$ cat config.mk
export PLATFORM = sky130hd
export DESIGN_NAME = la_cgctrl
export DESIGN_NICKNAME = d
export VERILOG_FILES = /design/src/rtl/la_cgctrl_pkg.sv /design/src/rtl/la_satcnt.sv /design/src/rtl/la_cgctrl.sv
export SDC_FILE = /design/constraint.sdc
export NUM_CORES = 1
export LEC_CHECK = 0
export ABC_AREA = 1
export BUFFER_PORTS_ARGS = -buffer_cell sky130_fd_sc_hd__buf_2
export CORE_UTILIZATION = 57
export DETAILED_ROUTE_END_ITERATION = 10
export PLACE_DENSITY_LB_ADDON = 0.1
export SYNTH_ARGS = -nofsm -noshare
export SYNTH_HDL_FRONTEND = slang
export SYNTH_SLANG_ARGS = --single-unit
$ cat constraint.sdc
create_clock -name clk_i -period 2.14 [get_ports clk_i]
set_input_delay 0.321 -clock clk_i [delete_from_list [all_inputs] [get_ports clk_i]]
set_output_delay 0.321 -clock clk_i [all_outputs]
set_load 0.01 [all_outputs]
$ cat src/rtl/la_cgctrl_pkg.sv
// Shared types for the clock-gate enable controller.
package la_cgctrl_pkg;

    localparam int unsigned STATE_W = 2;

    typedef enum logic [STATE_W-1:0] {
        ST_RUN   = 2'd0,
        ST_DRAIN = 2'd1,
        ST_OFF   = 2'd2,
        ST_WAKE  = 2'd3
    } cg_state_e;

endpackage

$ cat src/rtl/la_satcnt.sv
// Generic saturating up-counter with synchronous clear (clear wins over increment).
module la_satcnt #(
    parameter int unsigned W = 16
) (
    input  logic         clk_i,
    input  logic         nreset_i,
    input  logic         inc_i,
    input  logic         clr_i,
    output logic [W-1:0] q_o
);

    logic [W-1:0] q_q, q_d;

    always_comb begin
        q_d = q_q;
        if (clr_i) begin
            q_d = '0;
        end else if (inc_i && (q_q != '1)) begin
            q_d = q_q + 1'b1;
        end
    end

    always_ff @(posedge clk_i or negedge nreset_i) begin
        if (!nreset_i) begin
            q_q <= '0;
        end else begin
            q_q <= q_d;
        end
    end

    assign q_o = q_q;

endmodule

$ cat src/rtl/la_cgctrl.sv
// Clock-gate enable controller: idle hysteresis, fixed wake sequence with ready,
// and a saturating count of gated cycles.
module la_cgctrl
    import la_cgctrl_pkg::*;
#(
    parameter              PROP        = "DEFAULT",
    parameter int unsigned CW          = 8,
    parameter int unsigned WAKE_CYCLES = 2,
    parameter int unsigned SW          = 16
) (
    input  logic               clk_i,
    input  logic               nreset_i,
    input  logic               req_i,
    input  logic               force_i,
    input  logic [CW-1:0]      idle_th_i,
    input  logic               stat_clr_i,
    output logic               en_o,
    output logic               ready_o,
    output logic [STATE_W-1:0] state_o,
    output logic [SW-1:0]      gated_cnt_o
);

    localparam logic [7:0] WAKE_LD = 8'(WAKE_CYCLES);

    cg_state_e     state_q, state_d;
    logic [CW-1:0] cnt_q, cnt_d;
    logic [7:0]    wcnt_q, wcnt_d;
    logic          en_q, en_d;
    logic          ready_q, ready_d;
    logic          act;

    if (PROP == "DEFAULT") begin : g_prop_default
    end

    assign act = req_i | force_i;

    always_comb begin
        state_d = state_q;
        cnt_d   = cnt_q;
        wcnt_d  = wcnt_q;
        unique case (state_q)
            ST_RUN: begin
                if (!act) begin
                    if (idle_th_i == '0) begin
                        state_d = ST_OFF;
                    end else begin
                        state_d = ST_DRAIN;
                        cnt_d   = idle_th_i;
                    end
                end
            end
            ST_DRAIN: begin
                if (act) begin
                    state_d = ST_RUN;
                end else if (cnt_q == CW'(1)) begin
                    state_d = ST_OFF;
                end else begin
                    cnt_d = cnt_q - 1'b1;
                end
            end
            ST_OFF: begin
                if (act) begin
                    if (WAKE_LD == 8'd0) begin
                        state_d = ST_RUN;
                    end else begin
                        state_d = ST_WAKE;
                        wcnt_d  = WAKE_LD;
                    end
                end
            end
            ST_WAKE: begin
                // act is deliberately ignored: a started wake always completes
                if (wcnt_q == 8'd1) begin
                    state_d = ST_RUN;
                end else begin
                    wcnt_d = wcnt_q - 1'b1;
                end
            end
            default: state_d = ST_RUN;
        endcase
        en_d    = (state_d != ST_OFF);
        ready_d = (state_d == ST_RUN) || (state_d == ST_DRAIN);
    end

    // en/ready are decoded from the next state so they flip on the same edge as state
    always_ff @(posedge clk_i or negedge nreset_i) begin
        if (!nreset_i) begin
            state_q <= ST_RUN;
            cnt_q   <= '0;
            wcnt_q  <= '0;
            en_q    <= 1'b1;
            ready_q <= 1'b1;
        end else begin
            state_q <= state_d;
            cnt_q   <= cnt_d;
            wcnt_q  <= wcnt_d;
            en_q    <= en_d;
            ready_q <= ready_d;
        end
    end

    la_satcnt #(
        .W(SW)
    ) u_gated_cnt (
        .clk_i    (clk_i),
        .nreset_i (nreset_i),
        .inc_i    (state_q == ST_OFF),
        .clr_i    (stat_clr_i),
        .q_o      (gated_cnt_o)
    );

    assign en_o    = en_q;
    assign ready_o = ready_q;
    assign state_o = state_q;

endmodule

==> results by group, run 1 <==
Detailed routing
  • Vias per cell: 5.23
  • Post-detailed-route count of antenna-violating nets: 0
  • WL/cell: ~12 um
  • Routed via count: about 2200
  • Drt total wl: 5070 um
  • Initial drt markers: about 170
  • First-pass detailed-route iteration total: 4
  • DRC violations left: 0

Critical path
  • CP Capture Type: register
  • CP required: 2.31 ns
  • Worst path most repeated cell: nor2_4
  • Worst path slowest cell: dfrtp_1
  • CP Max Fanout: 16
  • RR Startpoint: u_gated_cnt.q_o[0]
  • Crit. Startpoint: u_gated_cnt.q_o[0]
  • CP Launch Type: register
  • Reg2Reg Depth: 9
  • Internal reg-to-reg setup slack: a little under 0.4 ns
  • CP arrival: 1.92 ns
  • WP depth: 9
  • Reg-to-Reg End: u_gated_cnt.q_o[10]
  • CP max stage delay: between 0.4 and 0.5 ns
  • WP buf/inv: 1
  • CP cell instances: ha_1, inv_1, nor2_4, nand2_2, nor2_4, nor2_4, nor2_8, nand2_1, nand2_1
  • CP top delay family: simple AND/OR/NAND/NOR gates
  • Setup crit end: u_gated_cnt.q_o[10]
  • Setup CP Type: register to register

Clock network
  • Htree depth: 2
  • CTS clk-pin slew, worst paths: 0.07 ns
  • Num CTS Buffers: 5
  • CTS tree: done
  • Clock buffer depth: 2
  • Gates resized, CTS repair: 0
  • CTS sink cnt: 36
  • Hold-fix buffers at CTS: 0
  • Clk Latency, worst-skew pair: between 0.2 and 0.3 ns
  • Clk root buf: clkbuf_8
  • Post-CTS setup buffer count: 0

Timing
  • Worst Clk Skew: 0.00205 ns
  • Relative max-transition margin: 0.471
  • Setup violations, final: 0
  • Final min period: approximately 1.7 ns
  • TNS Setup: 0 ns
  • Max-slew violations: 0
  • Final Cycle Share: 0.818
  • Setup ws final: 0.390 ns
  • Tightest Pin Transition: just under 0.8 ns
  • RSZ-0062 raised after global routing: false
  • Hold Fails Final Rpt: 0
  • Max Freq: 571 MHz

Floorplanning
  • Top Ports: 33
  • Initial core utilization: 0.617
  • Core ar.: 0.00380 mm^2
  • FP Rows: 22
  • Die H: around 66 um
  • Die Width: 66.1 um
  • Die area: 0.00437 mm^2

Final layout
  • Layout cells sized above 1: 0.150
  • Finished Cell Area: 0.00262 mm^2
  • Nets: 397
  • Area Growth Syn to Fin: 12.0%
  • Post-Layout Cell Count: around 430
  • Antenna cells: 0

Synth
  • Syn Nets: 361
  • Post-synthesis cell type count: 27
  • Avg Cell Area, Syn: just under 7 um^2
  • Leading area contributor after synthesis: dfrtp_1
  • Seq cells post-synth: 36
  • Mapped Area: 0.00234 mm^2
  • Yosys warns: 0
  • Top post-synthesis cells by area: dfrtp_1, nand2_1, nor2_1
  • Seq/Total Area, Yosys: 0.386
  • Share of the synthesized area in the top cell type: 0.363
  • Synthesized instance count: 343

Placement
  • Buffers on Ports: 32
  • Dpl ws: approximately 0.4 ns
  • Routability Congestion: 0.888
  • Dpl hpwl: 3770 um
  • Cells after DPL: 420
  • Placed cell area: 0.00254 mm^2

GRT
  • Total congestion overflow: 0
  • Via count of the first global-routing pass: just under 2000
  • Largest net degree at the start of global routing: 37
  • First-pass GRT wire length: 8640 um
  • Global Route Usage Sum: 0.258
  • Antenna violations before repair: 0

Power
  • Power per cell area: 455 mW/mm^2
  • Worst VDD drop: 559 uV
  • Lkg Pwr: ~1.4 nW

Worst hold path
  • Worst hold-check path type: input pin to asynchronous set/reset pin

Run status
  • Outcome: complete, no violations

Run
  • MaxCap Viol Count: 0
-- cells in the mapped netlist, drive strengths merged --
| master | instances |
|---|---|
| dfrtp | 34 |
| a21oi | 2 |
| nand4 | 16 |
| o21ai | 12 |
| nand2 | 133 |
| a22oi | 1 |
| inv | 35 |
| clkbuf | 1 |
| nand3 | 23 |
| xor2 | 7 |
| ha | 5 |
| nand3b | 2 |
| xnor2 | 1 |
| or2 | 4 |
| o21bai | 7 |
| buf | 2 |
| dfstp | 2 |
| and2 | 1 |
| nor2 | 55 |
-- flip-flops by register name, summed over array words and instances (netlist names) --
| name | count |
|---|---|
| cnt_q | 8 |
| en_o | 1 |
| ready_o | 1 |
| wcnt_q | 8 |
| u_gated_cnt.q_o | 16 |
| state_o | 2 |
-- per-stage QoR --
stage | utilization | hold slack [ns] | power (W)
6_report | 0.691 | 0.117 | 0.00119
3_3_place_gp | 0.669 | 0.448 | 0.000743
2_1_floorplan | - | 0.0254 | 0.000714
4_1_cts | 0.691 | 0.140 | 0.00120
3_5_place_dp | 0.669 | 0.448 | 0.000743
5_1_grt | 0.691 | 0.183 | 0.00124
-- power breakdown --
group          leakage (nW)  total [W]  switching (W)  internal (W)
clock                0.0422   0.000464       0.000236      0.000228
combinational         0.857  0.0000486      0.0000336     0.0000150
sequential            0.461   0.000680              0      0.000680
-- cell type report --
type / count / area (um^2)
inverters: 35 / 131
fillers: 347 / 1170
flip-flops and latches: 36 / 903
repair buffers: 32 / 160
clock inverters: 1 / 5.00
well taps: 48 / 60.1
clock buffers: 7 / 76.3
multi-input cells: 269 / 1290
-- logic make-up (layout without fill, tap and decap cells) --
family	count (synthesis)	after routing	synth area share
AND/OR/NAND/NOR	234	234	0.436
buffers and inverters	38	75	0.0646
flip-flops	36	36	0.386
AO/OA/AOI/OAI	22	22	0.0572
XOR/XNOR	8	8	0.0299
adder cells (fa/ha/maj)	5	5	0.0267
-- worst register-to-register path: cells and delay by family (launching register included) --
family | cells | cell delay, ns
buffers and inverters | 1 | 0.13
flip-flops | 1 | 0.43
AND/OR/NAND/NOR | 7 | 0.79
adder cells (fa/ha/maj) | 1 | 0.28
-- worst min-delay path by stage --
stage | start | end | slack, ns | cells past startpoint
after global placement | nreset_i | wcnt_q[5] | 0.45 | 1
final | nreset_i | wcnt_q[6] | 0.12 | 1
after detailed placement | nreset_i | wcnt_q[6] | 0.45 | 1
after CTS | nreset_i | wcnt_q[6] | 0.14 | 1
after floorplan | nreset_i | cnt_q[0] | 0.03 | 0
after global routing | nreset_i | wcnt_q[5] | 0.18 | 1
-- cell usage in the layout, fill, tap and decap left out, drive strengths merged --
cell and instances:
nand3b 2, o21ai 12, clkbuf 7, and2 1
or2 4, xnor2 1, nand4 16, nor2 55
clkinv 1, nand3 23, dfstp 2, ha 5
xor2 7, o21bai 7, a22oi 1, a21oi 2
inv 35, dfrtp 34, nand2 133, buf 32
-- routing by layer --
layer  vias up  part of all wire  GRT usage  wire length, um
li1       1163                 -          -                -
met1      1020              0.49      0.362             2470
met2        51              0.46      0.406             2340
met3         4             0.044     0.0466              224
met4         0            0.0065     0.0691               33
met5         -                 0          0                0
Power figures use the tool's default switching activity.
==> run 2, diff against run 1 <==
--- a/config.mk
+++ b/config.mk
@@ -7,7 +7,7 @@
 export LEC_CHECK = 0
 export ABC_AREA = 1
 export BUFFER_PORTS_ARGS = -buffer_cell sky130_fd_sc_hd__buf_2
-export CORE_UTILIZATION = 57
+export CORE_UTILIZATION = 52
 export DETAILED_ROUTE_END_ITERATION = 10
 export PLACE_DENSITY_LB_ADDON = 0.1
 export SYNTH_ARGS = -nofsm -noshare
==> constraint.sdc (replaced) <==
create_clock -name clk_i -period 1.6 [get_ports clk_i]
set_input_delay 0.24 -clock clk_i [delete_from_list [all_inputs] [get_ports clk_i]]
set_output_delay 0.24 -clock clk_i [all_outputs]
set_load 0.01 [all_outputs]
==> results by group, run 2 (same netlist as run 1, synthesis figures left out) <==
Final layout
  • Max reg flops: 16 (unchanged)
  • Area Growth Syn to Fin: 23.0%
  • Finished Cell Area: 0.00288 mm^2 (+9.8%)
  • Commonest cells after routing, fill and taps aside: nand2_1, nor2_1, buf_2
  • Layout cells sized above 1: 0.222 (+0.0717)
  • Antenna cells: 0 (unchanged)
  • Nets: 423 (+6.5%)
  • Commonest non-fill, non-tap cell in the layout: nand2_1

Worst hold path
  • Worst hold-check path type: input pin to register

Detailed routing
  • Initial drt markers: 181 (+4.6%)
  • Post-detailed-route count of antenna-violating nets: 0 (unchanged)
  • First-pass detailed-route iteration total: 4 (unchanged)
  • Vias per cell: 5.11 (-2.3%)
  • Drt total wl: 5550 um (+9.5%)
  • Routed via count: 2340 (+4.6%)
  • DRC violations left: 0 (unchanged)
  • WL/cell: 12.1 um (+2.3%)

GRT
  • First-pass GRT wire length: 9450 um (+9.4%)
  • Global Route Usage Sum: 0.243 (-0.0149)
  • Via count of the first global-routing pass: 2143 (+8.2%)
  • Antenna violations before repair: 0 (unchanged)
  • Largest net degree at the start of global routing: 37 (unchanged)
  • Total congestion overflow: 0 (unchanged)

Power
  • Part of the total power dissipated in the clock network: 0.446 (+0.057)
  • P_int: 0.00140 W (+51%)
  • Sw Share: 0.212 (-0.0138)
  • Sequential Power Share: 0.513 (-0.057)
  • Power per cell area: 615 mW/mm^2 (+35%)
  • Lkg Pwr: 1.51 nW (+11%)
  • Logic pwr share: 0.041 (about the same)
  • Pwr Total: 0.00177 W (+48%)
  • Worst VDD drop: 528 uV (-5.5%)
  • Switching power: 0.000376 W (+39%)

Timing
  • Setup ws final: 0.0590 ns (-0.331 ns)
  • Worst Clk Skew: 0.00682 ns (+0.00477 ns)
  • Max-slew violations: 0 (unchanged)
  • Tightest Pin Transition: 0.511 ns (-0.282 ns)
  • Final Cycle Share: 0.963 (+0.145)
  • Relative max-transition margin: 0.659 (+0.188)
  • Final min period: 1.54 ns (-0.209 ns)
  • Hold Slack: 0.255 ns (+0.138 ns)
  • Max Freq: 649 MHz (+14%)
  • Hold Fails Final Rpt: 0 (unchanged)
  • Setup violations, final: 0 (unchanged)

Clock network
  • Clk root buf: clkbuf_8
  • Htree depth: 2 (unchanged)
  • CTS sink cnt: 36 (unchanged)
  • CTS tree: done
  • Clk Latency, worst-skew pair: 0.29 ns (about the same)
  • Clock buffer depth: 2 (unchanged)
  • CTS clk-pin slew, worst paths: 0.07 ns (about the same)
  • Num CTS Buffers: 5 (unchanged)

Floorplanning
  • Core ar.: 0.00435 mm^2 (+15%)
  • Die H: 69.1 um (+4.6%)
  • Die area: 0.00478 mm^2 (+9.3%)
  • FP Rows: 24 (+9.1%)
  • Die Width: 69.1 um (+4.6%)
  • Top Ports: 33 (unchanged)
  • Initial core utilization: 0.538 (-0.0787)

Placement
  • Dpl ws: -0.0357 ns (-0.439 ns)
  • Buffers on Ports: 32 (unchanged)
  • Routability Congestion: 0.882 (-0.68%)
  • Dpl hpwl: 3910 um (+3.8%)
  • Placed cell area: 0.00266 mm^2 (+4.6%)

Critical path
  • Worst path most repeated cell: nor2_4
  • Setup CP Type: register to register
  • CP Launch Type: register
  • Worst path slowest cell: dfrtp_1
  • CP Capture Type: register
  • WP buf/inv: 2 (+1)
  • CP arrival: 1.77 ns (-0.15 ns)
  • CP top delay family: simple AND/OR/NAND/NOR gates
  • CP cell instances: ha_2, inv_2, nor2_4, nand2_2, nor2_4, nor2_4, buf_12, nor2_4, nand2_1, nand2_1
  • CP required: 1.83 ns (-0.48 ns)
  • CP max stage delay: 0.37 ns (-0.06 ns)
  • CP Max Fanout: 7 (-9)

Run
  • MaxCap Viol Count: 0 (unchanged)

Run status
  • Outcome: complete, no violations
-- run 2: changes by cell type in the layout (fill, tap and decap cells not counted), sizes merged --
cell	delta
buf	+24
bufinv	+1
clkbuf	-1
dlygate4sd3	+1
nor2	+1
-- run 2: metal layers --
layer  track usage  routed length, um  vias to the layer above
met4        0.0839                 82                        0
met3        0.0512                247                        8
met1         0.335               2730                     1062
met5             0                  0                        -
met2         0.378               2490                       56
li1              -                  -                     1214
-- run 2: final timing paths --
| check | from | to | slack, ns | cells past startpoint |
|---|---|---|---|---|
| max | u_gated_cnt.q_o[1] | u_gated_cnt.q_o[10] | 0.06 | 10 |
| min | idle_th_i[6] | cnt_q[6] | 0.25 | 5 |
| max reg2reg | u_gated_cnt.q_o[1] | u_gated_cnt.q_o[10] | 0.06 | 10 |
| min reg2reg | cnt_q[1] | cnt_q[1] | 0.49 | 2 |
| max in group asynchronous | nreset_i | u_gated_cnt.q_o[9] | 0.73 | 3 |
| min in group asynchronous | nreset_i | wcnt_q[6] | 0.51 | 3 |
-- run 2: timing repair --
action                                  CTS  global route
pin swaps                                 3             7
endpoints found under the setup margin   15            23
hold buffers                              1             0
setup buffers                             3             6
gates cloned                              1             0
hold endpoints to repair                  1             0
gates resized for setup                   0             7
-- run 2: cell type report --
class                   count  area [um^2]
multi-input cells         270         1310
inverters                  35          131
repair buffers             57          363
flip-flops and latches     36          907
well taps                  52         65.1
fillers                   390         1470
clock buffers               6         72.6
clock inverters             2         35.0
-- run 2: per-stage QoR --
stage,TNS [ns],util,std cells
after floorplan,0,-,343
after global placement,0,0.611,439
after detailed placement,-0.400,0.611,439
after CTS,0,0.649,452
after global routing,-0.107,0.661,458
final,0,0.661,458
-- run 2: power by group through the flow --
stage	registers, W	logic [W]	clock network, W
after detailed placement	0.000927	0.0000698	0
final	0.000910	0.0000726	0.000789
after global routing	0.000909	0.0000837	0.000838
after floorplan	0.000927	0.0000279	0
after CTS	0.000910	0.0000738	0.000805
after global placement	0.000927	0.0000694	0
-- run 2: tightest hold or removal path, delay by kind of cell --
family | cells | cell delay (ns)
buffers and inverters | 1 | 0.09
and+or+nand+nor | 4 | 0.17
